--- config.mk ---
export PLATFORM = sky130hd
export DESIGN_NAME = pio_pc_bank
export DESIGN_NICKNAME = d
export VERILOG_FILES = /design/src/rtl/pio_pc_bank.sv
export SDC_FILE = /design/constraint.sdc
export NUM_CORES = 1
export LEC_CHECK = 0
export ABC_AREA = 1
export BUFFER_PORTS_ARGS = -buffer_cell sky130_fd_sc_hd__buf_2
export CAP_MARGIN = 20
export CORE_MARGIN = 8
export CORE_UTILIZATION = 30
export CTS_CLUSTER_SIZE = 12
export DETAILED_ROUTE_END_ITERATION = 16
export MAX_ROUTING_LAYER = met4
export PLACE_DENSITY = 0.55
export SETUP_SLACK_MARGIN = 0.05
export SYNTH_ARGS = -nofsm -noshare
export SYNTH_HDL_FRONTEND = slang
export SYNTH_SLANG_ARGS = --single-unit
--- constraint.sdc ---
create_clock -name clk -period 2.2 [get_ports clk]
set_clock_uncertainty 0.05 [all_clocks]
set_input_delay 0.22 -clock clk [delete_from_list [all_inputs] [get_ports clk]]
set_output_delay 0.22 -clock clk [all_outputs]
set_load 0.005 [all_outputs]
--- src/rtl/pio_pc_bank.sv ---
// Per-lane PIO program counters: wrap, jump, hold, stall and host write.
// Define PIO_PC_CALL_STACK_EN to add a per-lane call/return stack.
module pio_pc_bank #(
    parameter int NUM_SM      = 4,
    parameter int ADDR_W      = 5,
    parameter int STACK_DEPTH = 2
) (
    input  logic                     clk,
    input  logic                     reset,
    input  logic [NUM_SM-1:0]        penable,
    input  logic [NUM_SM-1:0]        stalled,
    input  logic [NUM_SM-1:0]        imm,
    input  logic [NUM_SM-1:0]        jmp,
    input  logic [NUM_SM*ADDR_W-1:0] jmp_target,
    input  logic [NUM_SM*ADDR_W-1:0] wrap_top,
    input  logic [NUM_SM*ADDR_W-1:0] wrap_target,
    input  logic [NUM_SM-1:0]        pc_wr,
    input  logic [ADDR_W-1:0]        pc_wr_data,
`ifdef PIO_PC_CALL_STACK_EN
    input  logic [NUM_SM-1:0]        call,
    input  logic [NUM_SM-1:0]        ret,
    input  logic [NUM_SM-1:0]        err_clr,
    output logic [NUM_SM-1:0]        stack_err,
`endif
    output logic [NUM_SM*ADDR_W-1:0] pc,
    output logic [NUM_SM*ADDR_W-1:0] pc_next,
    output logic [NUM_SM-1:0]        wrapped
);

    if (NUM_SM < 1 || NUM_SM > 8 || ADDR_W < 4 || ADDR_W > 8
        || STACK_DEPTH < 1 || STACK_DEPTH > 4) begin : g_bad_param
        $error("pio_pc_bank: parameter out of range");
    end

`ifdef PIO_PC_CALL_STACK_EN
    localparam int SP_W = $clog2(STACK_DEPTH + 1);
`endif

    for (genvar i = 0; i < NUM_SM; i++) begin : g_lane
        logic [ADDR_W-1:0] pc_q;
        logic [ADDR_W-1:0] nxt;
        logic [ADDR_W-1:0] seq;
        logic [ADDR_W-1:0] jt;
        logic [ADDR_W-1:0] top;
        logic [ADDR_W-1:0] tgt;
        logic              adv;
        logic              take_seq;
        logic              wrap_q;

        assign jt  = jmp_target[i*ADDR_W +: ADDR_W];
        assign top = wrap_top[i*ADDR_W +: ADDR_W];
        assign tgt = wrap_target[i*ADDR_W +: ADDR_W];
        assign adv = (penable[i] | imm[i]) & ~stalled[i];
        assign seq = (pc_q == top) ? tgt : pc_q + 1'b1;

`ifdef PIO_PC_CALL_STACK_EN
        logic [ADDR_W-1:0] stk [STACK_DEPTH];
        logic [ADDR_W-1:0] stk_top;
        logic [SP_W-1:0]   sp;
        logic              err_q;
        logic              do_ret;
        logic              do_call;
        logic              empty;
        logic              full;
        logic              err_set;

        // A host write outranks call/ret, so the stack is left untouched.
        assign do_ret  = ~pc_wr[i] & adv & ret[i];
        assign do_call = ~pc_wr[i] & adv & call[i] & ~ret[i];
        assign empty   = (sp == '0);
        assign full    = (sp == SP_W'(STACK_DEPTH));
        assign err_set = (do_ret & empty) | (do_call & full);

        always_comb begin
            stk_top = '0;
            for (int j = 0; j < STACK_DEPTH; j++) begin
                if (sp == SP_W'(j + 1)) stk_top = stk[j];
            end
        end

        always_ff @(posedge clk) begin
            if (reset) begin
                sp    <= '0;
                err_q <= 1'b0;
            end else begin
                if (do_ret) begin
                    if (!empty) sp <= sp - 1'b1;
                end else if (do_call) begin
                    if (full) begin
                        // Drop the oldest entry; the push still lands on top.
                        for (int j = 0; j < STACK_DEPTH - 1; j++) begin
                            stk[j] <= stk[j + 1];
                        end
                        stk[STACK_DEPTH-1] <= seq;
                    end else begin
                        for (int j = 0; j < STACK_DEPTH; j++) begin
                            if (sp == SP_W'(j)) stk[j] <= seq;
                        end
                        sp <= sp + 1'b1;
                    end
                end
                if (err_set) err_q <= 1'b1;
                else if (err_clr[i]) err_q <= 1'b0;
            end
        end

        assign stack_err[i] = err_q;
`endif

        always_comb begin
            nxt      = pc_q;
            take_seq = 1'b0;
            if (pc_wr[i]) begin
                nxt = pc_wr_data;
`ifdef PIO_PC_CALL_STACK_EN
            end else if (do_ret) begin
                nxt = empty ? seq : stk_top;
            end else if (do_call) begin
                nxt = jt;
`endif
            end else if (adv & jmp[i]) begin
                nxt = jt;
            end else if (adv & imm[i]) begin
                nxt = pc_q;
            end else if (adv) begin
                nxt      = seq;
                take_seq = 1'b1;
            end
        end

        always_ff @(posedge clk) begin
            if (reset) begin
                pc_q   <= '0;
                wrap_q <= 1'b0;
            end else begin
                pc_q   <= nxt;
                wrap_q <= take_seq & (pc_q == top);
            end
        end

        assign pc[i*ADDR_W +: ADDR_W]      = pc_q;
        assign pc_next[i*ADDR_W +: ADDR_W] = nxt;
        assign wrapped[i]                  = wrap_q;
    end

endmodule

==> out/qor.txt <==
Multi-input gate area: 1830 µm²
Initial Util: 30.5%
CP required: 1930 ps
Worst vdd ir: 0.243 mV
Seq. cell area: 489 µm²
Leakage: 2.12 nW
Period utilisation layout: 89.7%
Final Routed Wirelength: 8770 µm
RSZ-0062 raised after global routing: true
Critical Path Most Common Cell: nand2_1
Arr. time, crit path: 1700 ps
CTS tree: yes
CTS sink cnt: 24
Final Hold Fails: 0
Async SR Flop Fraction: 0%
# rows: 35
Layout Area Growth over Synthesis: 29.4%
Switching share of total power: 36.8%
Netlist cell types: 27
Largest net degree at the start of global routing: 15
Yosys reg bits: 24
Chip Width: 112 µm
Setup slack after layout: 226 ps
Final RePlAce weighted congestion: 0.820
Hold Path Class: primary input to register
Adder and majority gate portion of the synthesized area: 1.80%
Worst rel slew slack: 60.5%
Cell taking the most area after synthesis: dfxtp_1
Post-Route Setup TNS: 0 ps
First-pass GRT wire length: 14800 µm
CTS max path bufs: 2
Dpl ws: 446 ps
Clock share of power: 26.0%
Ratio of cells with drive above 1 in the final layout: 37.8%
Prevailing post-synth register cell: dfxtp_1
Critical path's slowest cell: dfxtp_1
Antenna-violating nets left: 0
First-pass detailed-route iteration total: 4
Final min period: 1970 ps
# nets final: 671
Synth Cell Area: 2770 µm²
Die Area: 12600 µm²
CORE AREA: 9110 µm²
Dpl hpwl: 7520 µm
Initial antenna violation count: 0
Worst-path maximum fanout: 6
Gate power share: 40.6%
DR DRC count: 0
Crit-path max cell delay: 420 ps
Pint: 0.966 mW
Top post-synthesis cells by area: dfxtp_1 17%, nand2_1 17%, inv_1 13%
PD cells: 426 nW/µm²
GRT Overall Usage: 14.2%
Net Sw Power: 0.562 mW
Share of the synthesized area in the top cell type: 17.3%
Slew @ Worst Pin: 590 ps
DR WL/cell: 12.7 µm
Total of max-cap violations: 0
Worst Setup End Kind: primary output
Max Slew Vio Count: 0
Crit-path cells: inv_1, nand2_1, nand2_1, nor2_4, nand3_4, nand2_1, nand3_1, nand2_1, nand2_2, nand2_1, buf_2
Status: finished clean
Yosys synthesis warning count: 0
Syn Inst Count: 454
Avg Vias per Cell: 4.42
Quantity of hold-fixing buffers added after cts: 0
Mux cell area share after synthesis: 0%
Worst skew pair latency: 270 ps
Largest family of logic cells by synthesized area: simple AND/OR/NAND/NOR gates
Violation count after the first detailed-route iteration: 79
Syn_nets: 545
Gr ovfl total: 0
CTS H-tree lvls: 1
Ant diodes: 0
Clock transition at path regs: 100 ps
Compound-Gate Fraction of Synth Area: 14.4%
Sequential cell area fraction in the yosys report: 17.3%
Crit path kind: register to primary output
Root buffer cell: clkbuf_8
Final setup vio count: 0
XOR/XNOR Fraction of Synth Area: 6.13%
Worst hold slack: 157 ps
Vias: 3051
Top achievable clock speed: 506 MHz
Synth Area in Simple Gates: 43.6%
# IOs: 131
Die height: 112 µm
Avg Cell Area, Syn: 6.11 µm²
Worst setup SP type: register
TritonCTS buffer count: 3
CP bufs+invs: 2
Seq pwr share: 33.4%
Number of synthesized flops with an enable pin: 0
Filler cells: 1033
Delay-heaviest family, CP: simple AND/OR/NAND/NOR gates
Vias in the first global route: 3142
Input/output buffers: 130
==> power by group through the flow <==
stage	Combinational [mW]	Sequential, mW	Clock, mW
global route	0.703	0.517	0.437
detailed placement	0.627	0.519	0
floorplan	0.398	0.510	0
global placement	0.618	0.519	0
finish	0.620	0.511	0.397
CTS	0.630	0.509	0.417
==> metal layers <==
| layer | global-route usage, % | part of all wire, % |
|---|---|---|
| met3 | 2.42 | 4.2 |
| met5 | - | 0 |
| met1 | 17.0 | 46 |
| met2 | 24.8 | 49 |
| met4 | 1.98 | 0.60 |
==> sequential cells by signal (all words and copies together), names as in the netlist <==
name and count:
g_lane.wrap_q 4, g_lane.pc_q 20
==> cell type report <==
cell class | instances | area share [%]
Multi-Input combinational cell | 313 | 51.0
Timing Repair Buffer | 131 | 18.3
Sequential cell | 24 | 13.6
Inverter | 107 | 11.2
Tap cell | 111 | 3.87
Clock buffer | 3 | 1.15
Clock inverter | 1 | 0.837
==> metrics by stage <==
step | cell area [µm²] | total power [mW] | utilization (%) | instances
6_report | 3590 | 1.53 | 39.4 | 690
5_1_grt | 3590 | 1.66 | 39.4 | 690
4_1_cts | 3580 | 1.56 | 39.3 | 690
3_5_place_dp | 3510 | 1.15 | 38.5 | 686
3_3_place_gp | 3510 | 1.14 | 38.5 | 686
2_1_floorplan | 2770 | 0.909 | - | 454
==> path summary, 6_finish.rpt <==
check / end / start / cells after the start / slack [ps]
setup reg to reg: g_lane[0].pc_q[1] / g_lane[0].pc_q[0] / 10 / 710
hold / removal: g_lane[1].wrap_q / jmp[1] / 4 / 160
setup / recovery: pc_next[4] / g_lane[0].pc_q[0] / 11 / 230
hold reg to reg: g_lane[1].pc_q[1] / g_lane[1].pc_q[1] / 6 / 670
==> cells in the final DEF (no fill, tap or decap), types with 5 or more instances in the layout <==
cell type  Yosys  layout
buf_2          4     130
nand2_1      123     123
inv_1         96      96
o21ai_0       35      35
nand3_1       28      28
nand4_1       24      24
nand2_2       23      23
a21oi_2       18      18
dfxtp_1       24      17
inv_2         11      11
nor2_1        11      11
xor2_1         8       8
dfxtp_2        0       7
o21ai_1        5       5
==> cell usage after synthesis (5+ instances only) <==
master / count
inv_1: 96
nand2_1: 123
o21ai_1: 5
dfxtp_1: 24
inv_2: 11
nand2_2: 23
xor2_1: 8
nand3_1: 28
o21ai_0: 35
a21oi_2: 18
nor2_1: 11
nand4_1: 24
==> worst register-to-register path: cells and delay by family (launching register included) <==
family                 cells  cell delay (ps)
AND/OR/NAND/NOR            8              790
AO/OA/AOI/OAI              1              100
flip-flops                 1              420
buffers and inverters      1               70
==> kinds of logic after synthesis <==
family / after synthesis
simple gates: 231
buf+inv: 117
compound gates: 62
flops: 24
xor+xnor: 16
fa+ha+maj: 4
==> what timing repair did <==
action / in CTS / in global routing
buffers inserted: 0 / 0
gates resized for setup: 0 / 7
hold endpoints to repair: 0 / 0
setup endpoints to repair: 0 / 12
Power figures use the tool's default switching activity.
